--- src/rtl/fetch_unit.sv ---
// Instruction fetch stage: one outstanding imem read, stall buffering, and redirects.
// Define FETCH_PERF_CNT_EN to build the fetch/flush performance counters.
module fetch_unit #(
  parameter logic [31:0] RESET_PC = 32'h01000000
) (
  input  logic        clk,
  input  logic        reset,
  input  logic        stall,
  input  logic        PCSel,
  input  logic [31:0] alu_x,
  output logic        imem_req,
  output logic [31:0] imem_addr,
  input  logic        imem_gnt,
  input  logic        imem_rvalid,
  input  logic [31:0] imem_rdata,
  output logic [31:0] PC_d,
  output logic [31:0] inst_d,
  output logic        valid_d,
  output logic [31:0] fetch_count,
  output logic [31:0] flush_count
);

  localparam logic [31:0] NOP = 32'h00000013;

  typedef enum logic [1:0] {
    S_REQ  = 2'd0,
    S_WAIT = 2'd1,
    S_HOLD = 2'd2
  } state_t;

  state_t      state;
  logic [31:0] fetch_pc;
  logic [31:0] hold_inst;
  logic        stale;
  logic        deliver;

  // imem handshake: a request is accepted in a cycle where imem_req and imem_gnt are both 1;
  // imem_addr stays fixed until then. Exactly one imem_rvalid follows each accepted request.
  assign imem_addr = fetch_pc;

  // fetch_pc is the address of the in-flight (or held) instruction until it is delivered.
  assign deliver = !PCSel && !stall &&
                   ((state == S_WAIT && imem_rvalid && !stale) || state == S_HOLD);

  always_ff @(posedge clk or posedge reset) begin
    if (reset) begin
      state     <= S_REQ;
      fetch_pc  <= RESET_PC;
      stale     <= 1'b0;
      hold_inst <= NOP;
      imem_req  <= 1'b0;
      PC_d      <= '0;
      inst_d    <= NOP;
      valid_d   <= 1'b0;
    end else begin
      if (PCSel || !stall) begin
        if (deliver) begin
          PC_d    <= fetch_pc;
          inst_d  <= (state == S_HOLD) ? hold_inst : imem_rdata;
          valid_d <= 1'b1;
        end else begin
          PC_d    <= '0;
          inst_d  <= NOP;
          valid_d <= 1'b0;
        end
      end

      if (PCSel) fetch_pc <= alu_x;
      else if (deliver) fetch_pc <= fetch_pc + 32'd4;

      // A redirect drops imem_req for one cycle so the address never changes under a pending request.
      case (state)
        S_REQ: begin
          if (imem_req && imem_gnt) begin
            state    <= S_WAIT;
            imem_req <= 1'b0;
            stale    <= PCSel;
          end else begin
            imem_req <= !PCSel;
          end
        end
        S_WAIT: begin
          if (imem_rvalid) begin
            if (stale || PCSel || !stall) begin
              state    <= S_REQ;
              imem_req <= !PCSel;
              stale    <= 1'b0;
            end else begin
              state     <= S_HOLD;
              hold_inst <= imem_rdata;
            end
          end else if (PCSel) begin
            stale <= 1'b1;
          end
        end
        S_HOLD: begin
          if (PCSel || !stall) begin
            state    <= S_REQ;
            imem_req <= !PCSel;
          end
        end
        default: begin
          state    <= S_REQ;
          imem_req <= 1'b0;
        end
      endcase
    end
  end

`ifdef FETCH_PERF_CNT_EN
  logic        dropped;
  logic [31:0] fetch_cnt_q;
  logic [31:0] flush_cnt_q;

  assign dropped = PCSel ? (state == S_HOLD || (state == S_WAIT && imem_rvalid))
                         : (state == S_WAIT && imem_rvalid && stale);

  always_ff @(posedge clk or posedge reset) begin
    if (reset) begin
      fetch_cnt_q <= '0;
      flush_cnt_q <= '0;
    end else begin
      if (deliver) fetch_cnt_q <= fetch_cnt_q + 32'd1;
      if (dropped) flush_cnt_q <= flush_cnt_q + 32'd1;
    end
  end

  assign fetch_count = fetch_cnt_q;
  assign flush_count = flush_cnt_q;
`else
  assign fetch_count = '0;
  assign flush_count = '0;
`endif

endmodule

--- config.mk ---
export PLATFORM = sky130hd
export DESIGN_NAME = fetch_unit
export DESIGN_NICKNAME = d
export VERILOG_FILES = /design/src/rtl/fetch_unit.sv
export SDC_FILE = /design/constraint.sdc
export NUM_CORES = 1
export LEC_CHECK = 0
export ABC_CLOCK_PERIOD_IN_PS = 7400
export CAP_MARGIN = 5
export CELL_PAD_IN_SITES_DETAIL_PLACEMENT = 2
export CELL_PAD_IN_SITES_GLOBAL_PLACEMENT = 2
export CORE_MARGIN = 3
export CORE_UTILIZATION = 30
export CTS_CLUSTER_DIAMETER = 30
export DETAILED_ROUTE_END_ITERATION = 8
export PLACE_DENSITY = 0.91
export RECOVER_POWER = 100
export SYNTH_ARGS = -nofsm -noshare
export SYNTH_HDL_FRONTEND = slang
export SYNTH_SLANG_ARGS = --single-unit
--- constraint.sdc ---
create_clock -name clk -period 7.4 [get_ports clk]
set_input_delay 1.11 -clock clk [delete_from_list [all_inputs] [get_ports clk]]
set_output_delay 1.11 -clock clk [all_outputs]
set_load 0.02 [all_outputs]
**Yosys cells after proc, flatten, opt, wreduce, memory -nomap -nowiden**

Cells that the tools add are included.

- Bits of input ports: 70
- Word-level logic and storage cells: 58
- Output and inout bits: 162
- Flip-flop bits (word level): 133

- Bitwise operators: 1
- Reduce and logical (&&, ||, !) cells: 19
- Mux-type cells: 21
- Eq/ne operators: 8
- Add/subtract/negate cells: 1

Operators by type and width:

| kind | count |
|---|---|
| $mux W32 | 5 |
| $add A32 B3 Y32 const B | 1 |
| $mux W1 | 9 |
| $reduce_and A3 Y1 | 3 |
| $mux W2 | 4 |
| $ne A2 B2 Y1 const B | 3 |
| $pmux W2 S3 | 1 |
| $logic_and A1 B1 Y1 | 5 |
| $logic_or A1 B1 Y1 | 4 |
| $reduce_and A4 Y1 | 1 |
| $reduce_bool A2 Y1 | 2 |
| $logic_not A1 Y1 | 3 |
| $ne A3 B2 Y1 const B | 1 |
| $ne A3 B3 Y1 const B | 1 |
| $pmux W1 S3 | 1 |
| $eq A2 B1 Y1 const B | 1 |
| $eq A2 B2 Y1 const B | 1 |
| $logic_not A2 Y1 | 1 |
| $ne A2 B1 Y1 const B | 1 |
| $pmux W1 S2 | 1 |
| $not A1 Y1 | 1 |

**Longest topological paths before layout**

Gate-level depths: netlist (run 1).

- Depth after elaboration: 7
- Gate-level depth with buffers: 8
- Mapped depth without buffers: 6

**Least setup slack after synthesis (run 1)**

OpenSTA, ideal clock, no wires.

- Path type: input-to-reg
- Start point: input PCSel
- End point: register hold_inst[10]
- Arrival time: 2.220 ns
- Path slack: 5.052 ns
- Required time: 7.272 ns
- Library setup time: 0.128 ns
- Stages on the path: 4
- Path through: nand2b_1 > nor3_1 > buf_2 > mux2_1

- Longest elaborated chain between the ends: 4

RTL lines:

| item | RTL line | source |
|---|---|---|
| start, declared | 9 | `input logic PCSel,` |
| $logic_or A1 B1 Y1 (2 in a row) | 84 | `if (stale \|\| PCSel \|\| !stall) begin` |
| $not A1 Y1 (no source line) | -- |  |
| $reduce_and A3 Y1 (no source line) | -- |  |
| end signal, assigned | 90 | `hold_inst <= imem_rdata;` |
| end, declared | 33 | `logic [31:0] hold_inst;` |

No other way between the ends.
A chain may end at the register's enable or synchronous reset.

**Final worst setup path (run 1)**

- Start point: input PCSel
- End point: register PC_d[27]

- Longest elaborated chain between the ends: 4
- Elaborated cells on any way between the ends: 5
- Classes of those cells: 1 x mux; 4 x reduce/logical

RTL lines:

| item | RTL line | source |
|---|---|---|
| $logic_not A1 Y1 | 42 | `assign deliver = !PCSel && !stall &&` |
| $logic_and A1 B1 Y1 (2 in a row) | 42 |  |
| $mux W32 | 57 | `if (deliver) begin` |
| end signal, assigned | 58 | `PC_d <= fetch_pc;` |
| end, declared | 16 | `output logic [31:0] PC_d,` |

Parallel ways exist; a longest one is shown, timed or not.

==> out/qor_table.md, run 1 <==
| Metric | This run | Unit |
|:---|:---|:---|
| Outcome | complete, but fails checks | - |
| Violations in the final reports | capacitance limit, slew limit | - |
| Synthesized area per cell | 10.9 | um2 |
| Utilization after layout | 41.3 | % |
| Switching Fraction | 31.7 | % |
| Crit Reg-Reg Startpoint | state[0]$_DFFE_PP0P_ | - |
| Most frequent standard cell in the layout excluding fill and tap cells | dfrtp_1 | - |
| Internal Pwr Total | 1.63 | mW |
| Cell area reported after detailed placement | 8200 | um2 |
| Via Count | 5,207 | - |
| Data required time at the worst endpoint | 7740 | ps |
| Core region area | 21,200 | um2 |
| I/O pin cnt | 232 | - |
| Total iterations of the first detailed-routing run | 4 | - |
| Number of non-filler instances in the completed layout | 1,041 | - |
| Capturing element type of the critical path | flop | - |
| Met2 wire length | 10,400 | um |
| M1 wire length | 9060 | um |
| Routed wire per std cell | 20.0 | um |
| # clock sinks | 133 | - |
| Setup repair after global routing missed its margin | false | - |
| Maximum vdd drop | 0.000119 | V |
| Starting density of the core | 30.8 | % |
| Antenna violations before repair | 1 | - |
| Number of setup violations in the final report | 0 | - |
| Most instantiated flip-flop cell in the synthesis netlist | dfrtp_1 | - |
| Type of the setup path with the least slack | in -> reg | - |
| Quantity of I/O buffers inserted on ports | 167 | - |
| Top metal layer carrying routed signals | met4 | - |
| Met3 routed WL | 902 | um |
| Sequential share of the synthesized area | 51.1 | % |
| Violation count after the first detailed-routing iteration | 191 | - |
| Min cycle time layout | 4610 | ps |
| Number of post-CTS setup repair buffers | 0 | - |
| Post-Route Hold Slack | 477 | ps |
| Hold buffer count at cts | 0 | - |
| Wire length of the first global-routing pass | 33,100 | um |
| Cell area after technology mapping | 6540 | um2 |
| HP Class | reg -> reg | - |
| Sequential power share | 41.1 | % |
| Arrival time at the worst endpoint | 4950 | ps |
| Pins over their slew limit | 223 | - |
| Total Routed Length | 20,800 | um |
| CTS tree | built | - |
| Via density per instance | 5.00 | - |
| Portion of total power attributed to the clock network | 36.6 | % |
| Post-route setup TNS | 0 | ps |
| Largest net degree at the start of global routing | 84 | - |
| # Max-Cap Violations | 5 | - |
| Pre-CTS setup slack | 3540 | ps |
| Number of synthesized flops with an enable pin | 0 | - |
| Power per unit of standard cell area | 272 | nW/um2 |
| Area growth from synthesis to final layout | 34.2 | % |
| Leak Pwr | 3.86 | nW |
| Portion of the clock cycle consumed by the worst path in the final layout | 62.3 | % |
| Critical Path Source Type | input pin | - |
| Final estimated routing congestion in global placement | 0.729 | - |
| Clock network latency to the later pin of the worst-skew pair | 420 | ps |
| Crit path max fanout | 44 | - |
| Number of buffers on the longest clock path | 2 | - |
| Clock Root Buffer | clkbuf_16 | - |
| Height of the chip | 154 | um |
| Unique masters post-synth | 51 | - |
| Post-CTS resize count | 0 | - |
| Crit path setup slack, layout | 2790 | ps |
| Final-stage net count | 827 | - |
| Beginning of the worst hold path | inst_d[16]$_DFFE_PP0P_ | - |
| Inst Count DP | 1,008 | - |
| Fillers | 2,255 | - |
| Post-synthesis register bit count | 133 | - |
| Commonest cells after routing, fill and taps aside | dfrtp_1 (126), dlygate4sd3_1 (99), clkdlybuf4s50_1 (67) | - |
| Detail Route Antenna Nets | 0 | - |
| Clock-pin slew of the registers on the worst-case setup and hold paths | 60 | ps |
| Clock Skews | 10.0 | ps |
| Die footprint | 23,600 | um2 |
| Die extent in x | 154 | um |
| Grt total ovfl | 0 | - |
| Half-perimeter wire length after detailed placement | 14,600 | um |
| Number of global-route vias before repair | 5,620 | - |
| Total design power | 2.38 | mW |
| Worst setup path startpoint | PCSel | - |
| Layout cells sized above 1 | 7.32 | % |
| Comb pwr share | 22.3 | % |
| Peak Freq | 0.217 | GHz |
| Number of instances in the synthesized netlist | 598 | - |
| FFs w/ async S/R, synth | 100 | % |
| DR DRC count | 0 | - |
| Placement row count | 53 | - |
| Transition at the pin with the smallest max-transition slack | 3800 | ps |
| Net switching power | 756 | uW |
| CTS H-tree depth | 4 | - |
| Area of all placed cells without fillers | 8770 | um2 |
| Yosys warning total | 0 | - |
| Overall routing resource usage | 17.7 | % |
| Slew margin rel. | -155 | % |
| Hold violation count in the final report | 0 | - |
| Clock buffer count from CTS | 17 | - |
[path summary, 6_finish.rpt]
check	to	slack (ps)	cells past startpoint
max	PC_d[27]$_DFFE_PP0P_	2790	3
min	inst_d[16]$_DFFE_PP0P_	480	2
max reg2reg	PC_d[27]$_DFFE_PP0P_	3020	6
min reg2reg	inst_d[16]$_DFFE_PP0P_	480	2
max in group asynchronous	imem_addr[25]$_DFFE_PP0P_	3180	3
min in group asynchronous	inst_d[17]$_DFFE_PP0P_	2270	2
[cell families (layout without fill, tap and decap cells)]
kind of cell / after synthesis / in the layout / share of synthesized area (%)
flip-flops: 133 / 133 / 51.1
adder cells (fa/ha/maj): 5 / 5 / 0.957
other: 1 / 65 / 0.0574
AO/OA/AOI/OAI: 130 / 130 / 13.6
multiplexers: 69 / 69 / 11.2
AND/OR/NAND/NOR: 143 / 143 / 11.5
buffers and inverters: 109 / 213 / 10.5
XOR/XNOR: 8 / 8 / 1.07
[state kept, by name, summed over array words and instances, names as in the netlist]
| name | flops |
|---|---|
| PC_d | 32 |
| hold_inst | 32 |
| imem_addr | 32 |
| inst_d | 32 |
| state | 2 |
| imem_req | 1 |
| stale | 1 |
| valid_d | 1 |
[layout make-up]
class / instances / area [um2] / share of cell area [%]
Multi-Input combinational cell: 419 / 2750 / 31.3
Antenna cell: 1 / 2.50 / 0.0285
Clock buffer: 18 / 439 / 5.01
Sequential cell: 133 / 3340 / 38.1
Timing Repair Buffer: 172 / 1700 / 19.4
Clock inverter: 14 / 166 / 1.90
Inverter: 9 / 35.0 / 0.400
Tap cell: 275 / 344 / 3.92
[power by group through the flow]
| stage | clock (mW) | sequential [mW] | combinational [mW] |
|---|---|---|---|
| CTS | 0.891 | 0.983 | 0.564 |
| detailed placement | 0 | 0.995 | 0.561 |
| global route | 0.928 | 1.00 | 0.581 |
| finish | 0.873 | 0.979 | 0.532 |
| global placement | 0 | 0.980 | 0.536 |
| floorplan | 0 | 1.02 | 0.315 |
[per-layer routing]
metal	vias up	GRT usage (%)
met3	28	3.18
li1	2354	-
met5	-	0
met4	0	5.63
met2	158	29.8
met1	2667	23.2
[cell usage after synthesis (6+ instances only)]
| cell type | instances | area (um2) |
|---|---|---|
| a21oi_1 | 8 | 40.0 |
| a22o_1 | 31 | 272 |
| a31oi_1 | 13 | 81.3 |
| and4_1 | 6 | 52.6 |
| buf_2 | 11 | 55.1 |
| buf_4 | 64 | 480 |
| clkbuf_1 | 18 | 67.6 |
| dfrtp_1 | 126 | 3150 |
| dfstp_2 | 7 | 184 |
| inv_1 | 8 | 30.0 |
| mux2_1 | 30 | 338 |
| mux2i_1 | 34 | 340 |
| nand2_1 | 58 | 218 |
| nand3_1 | 13 | 65.1 |
| nand4_1 | 6 | 37.5 |
| nor2_1 | 18 | 67.6 |
| o211ai_1 | 8 | 60.1 |
| o21ai_0 | 12 | 60.1 |
| o21ai_1 | 35 | 175 |
| o31ai_1 | 10 | 75.1 |
| or4_1 | 17 | 128 |
| xor2_1 | 6 | 52.6 |
[worst max-delay path, stage by stage]
cell and delay [ps]:
clkbuf_1 670, a21oi_1 2750, a22o_1 370
(Power assumes the default switching activity.)
==> run 2, diff against run 1 <==
- ABC_CLOCK_PERIOD_IN_PS: 7400 -> 4300
- CORE_UTILIZATION: 30 -> 28
- PLACE_DENSITY: 0.91 -> 0.86
- clock period: 7.4 -> 4.3 ns (I/O delays scaled with it)
==> out/qor_table.md, run 2 (synthesized netlist as in run 1, its figures left out) <==
| Metric | This run | Unit | vs previous |
|:---|:---|:---|:---|
| Die footprint | 25,200 | um2 | +6.9% |
| Total Routed Length | 21,300 | um | +2.3% |
| Capturing element type of the critical path | flop | - |  |
| Clock buffer count from CTS | 17 | - | unchanged |
| Outcome | complete, but fails checks | - |  |
| Pre-CTS setup slack | 1330 | ps | -2210 ps |
| Violation count after the first detailed-routing iteration | 171 | - | -10% |
| Sequential cell area | 3340 | um2 | unchanged |
| # clock sinks | 133 | - | unchanged |
| Height of the chip | 159 | um | +3.4% |
| Area taken by multi-input logic gates | 2750 | um2 | +0.18% |
| Commonest cells after routing, fill and taps aside | dfrtp_1 (126), dlygate4sd3_1 (99), clkdlybuf4s50_1 (67) | - |  |
| Maximum vdd drop | 0.000244 | V | +110% |
| Post-CTS resize count | 0 | - | unchanged |
| Number of non-filler instances in the completed layout | 1,083 | - | +4.0% |
| Peak Freq | 0.307 | GHz |  |
| Clock-pin slew of the registers on the worst-case setup and hold paths | 60 | ps | about the same |
| Cell area reported after detailed placement | 8280 | um2 | +1.0% |
| Min cycle time layout | 3250 | ps |  |
| Slew margin rel. | -43.7 | % | +110 points |
| Type of the setup path with the least slack | in -> reg | - |  |
| Number of post-CTS setup repair buffers | 0 | - | unchanged |
| DR DRC count | 0 | - | unchanged |
| Antenna cells | 0 | - | -1 |
| Fillers | 2,405 | - | +6.7% |
| Clock Skews | 8.68 | ps | -1.35 ps |
| Clock network latency to the later pin of the worst-skew pair | 410 | ps | about the same |
| Core region area | 22,800 | um2 | +7.3% |
| Critical Path Source Type | input pin | - |  |
| CP most frequent cell | clkbuf_1 | - |  |
| Wire length of the first global-routing pass | 34,700 | um | +4.7% |
| Clock Root Buffer | clkbuf_16 | - |  |
| Post-route setup TNS | 0 | ps | unchanged |
| CP Cell Sequence | buf_1, clkbuf_1, nand2b_1, nor3_1, clkbuf_1, mux2_1 | - |  |
| Number of buffers on the longest clock path | 2 | - | unchanged |
| Setup repair after global routing missed its margin | false | - |  |
| Area growth from synthesis to final layout | 35.4 | % |  |
| Pins over their slew limit | 141 | - | -37% |
| Grt total ovfl | 0 | - | unchanged |
| CTS H-tree depth | 4 | - | unchanged |
| Hold buffer count at cts | 0 | - | unchanged |
| Most frequent standard cell in the layout excluding fill and tap cells | dfrtp_1 | - |  |
| I/O pin cnt | 232 | - | unchanged |
| Die extent in x | 159 | um | +3.4% |
| Leak Pwr | 3.88 | nW | +0.34% |
| Power per unit of standard cell area | 465 | nW/um2 | +71% |
| Overall routing resource usage | 17.3 | % | -0.45 points |
| Total iterations of the first detailed-routing run | 5 | - | +1 |
| Violations in the final reports | capacitance limit, slew limit | - |  |
| Quantity of I/O buffers inserted on ports | 167 | - | unchanged |
| Crit path setup slack, layout | 1050 | ps | -1740 ps |
| Area of all placed cells without fillers | 8850 | um2 | +0.88% |
| Placement row count | 55 | - | +3.8% |
| Antenna violations before repair | 0 | - | -1 |
| Half-perimeter wire length after detailed placement | 15,000 | um | +2.8% |
| Largest net degree at the start of global routing | 97 | - | +15% |
| Arrival time at the worst endpoint | 3540 | ps | -1410 ps |
| Data required time at the worst endpoint | 4590 | ps | -3150 ps |
| Crit-path leading delay family | buffers and inverters | - |  |
| Final estimated routing congestion in global placement | 0.735 | - | +0.84% |
| Buf/Inv on CP | 3 | - | +2 |
| Number of global-route vias before repair | 5,859 | - | +4.3% |
| Transition at the pin with the smallest max-transition slack | 2150 | ps | -1650 ps |
| Detail Route Antenna Nets | 0 | - | unchanged |
| Crit path max fanout | 43 | - | -2.3% |
| Starting density of the core | 28.7 | % | -2.1 points |
| CTS tree | built | - |  |
| Routed wire per std cell | 19.6 | um | -1.6% |
| # Max-Cap Violations | 2 | - | -3 |
| Inst Count DP | 1,051 | - | +4.3% |
| Via Count | 5,180 | - | -0.52% |
| Delay of the slowest cell on the worst path | 1470 | ps | -1280 ps |
| Portion of the clock cycle consumed by the worst path in the final layout | 75.6 | % |  |
| Crit-path slowest cell | clkbuf_1 | - |  |
| Final-stage net count | 832 | - | +0.60% |
| Hold violation count in the final report | 0 | - | unchanged |
| Number of setup violations in the final report | 0 | - | unchanged |
| Layout cells sized above 1 | 7.27 | % | -0.048 points |
| Via density per instance | 4.78 | - | -4.4% |
| HP Class | reg -> reg | - |  |
run 2: through the flow:
step / total power [mW] / util, % / hold WS [ps]
after CTS: 4.22 / 39.0 / 493
after global routing: 4.35 / 38.8 / 508
after detailed placement: 2.69 / 36.4 / 479
after global placement: 2.62 / 36.4 / 465
final: 4.12 / 38.8 / 481
after floorplan: 2.29 / - / 458
run 2: worst reg2reg max path: stages (launching register included):
cell and delay [ps]:
dfrtp_1 400, inv_1 120, ha_1 330, and3b_1 410
o2111ai_1 610, or4_1 700, a31oi_1 190
run 2: worst paths after layout:
check	startpoint	endpoint	slack, ps	cells after the start
min in group asynchronous	reset	hold_inst[22]$_DFFE_PP0P_	1380	2
worst max register to register	state[1]$_DFFE_PP0P_	imem_addr[23]$_DFFE_PP0P_	1460	6
worst min-delay path	inst_d[22]$_DFFE_PP0P_	inst_d[22]$_DFFE_PP0P_	480	2
worst min register to register	inst_d[22]$_DFFE_PP0P_	inst_d[22]$_DFFE_PP0P_	480	2
worst max-delay path	PCSel	hold_inst[3]$_DFFE_PP0P_	1050	6
max in group asynchronous	reset	inst_d[24]$_DFFE_PP0P_	1350	3
run 2: routing by layer:
layer | vias to the layer above | track usage [%] | wire length [um]
li1 | 2348 | - | -
met1 | 2656 | 22.3 | 9650
met2 | 153 | 29.5 | 10500
met3 | 23 | 3.50 | 802
met4 | 0 | 4.62 | 282
met5 | - | 0 | 0
run 2: final cells by class:
cell class / instances / area share [%]
inverters: 9 / 0.424
well taps: 313 / 4.43
multi-input cells: 419 / 31.1
clock buffers: 18 / 4.85
repair buffers: 177 / 19.5
flip-flops and latches: 133 / 37.7
clock inverters: 14 / 1.98
run 2: report_power, final:
group | total, mW | internal, mW | switching [mW]
clock | 1.50 | 0.919 | 0.586
combinational | 0.925 | 0.406 | 0.519
sequential | 1.68 | 1.51 | 0.176
total | 4.12 | 2.83 | 1.28
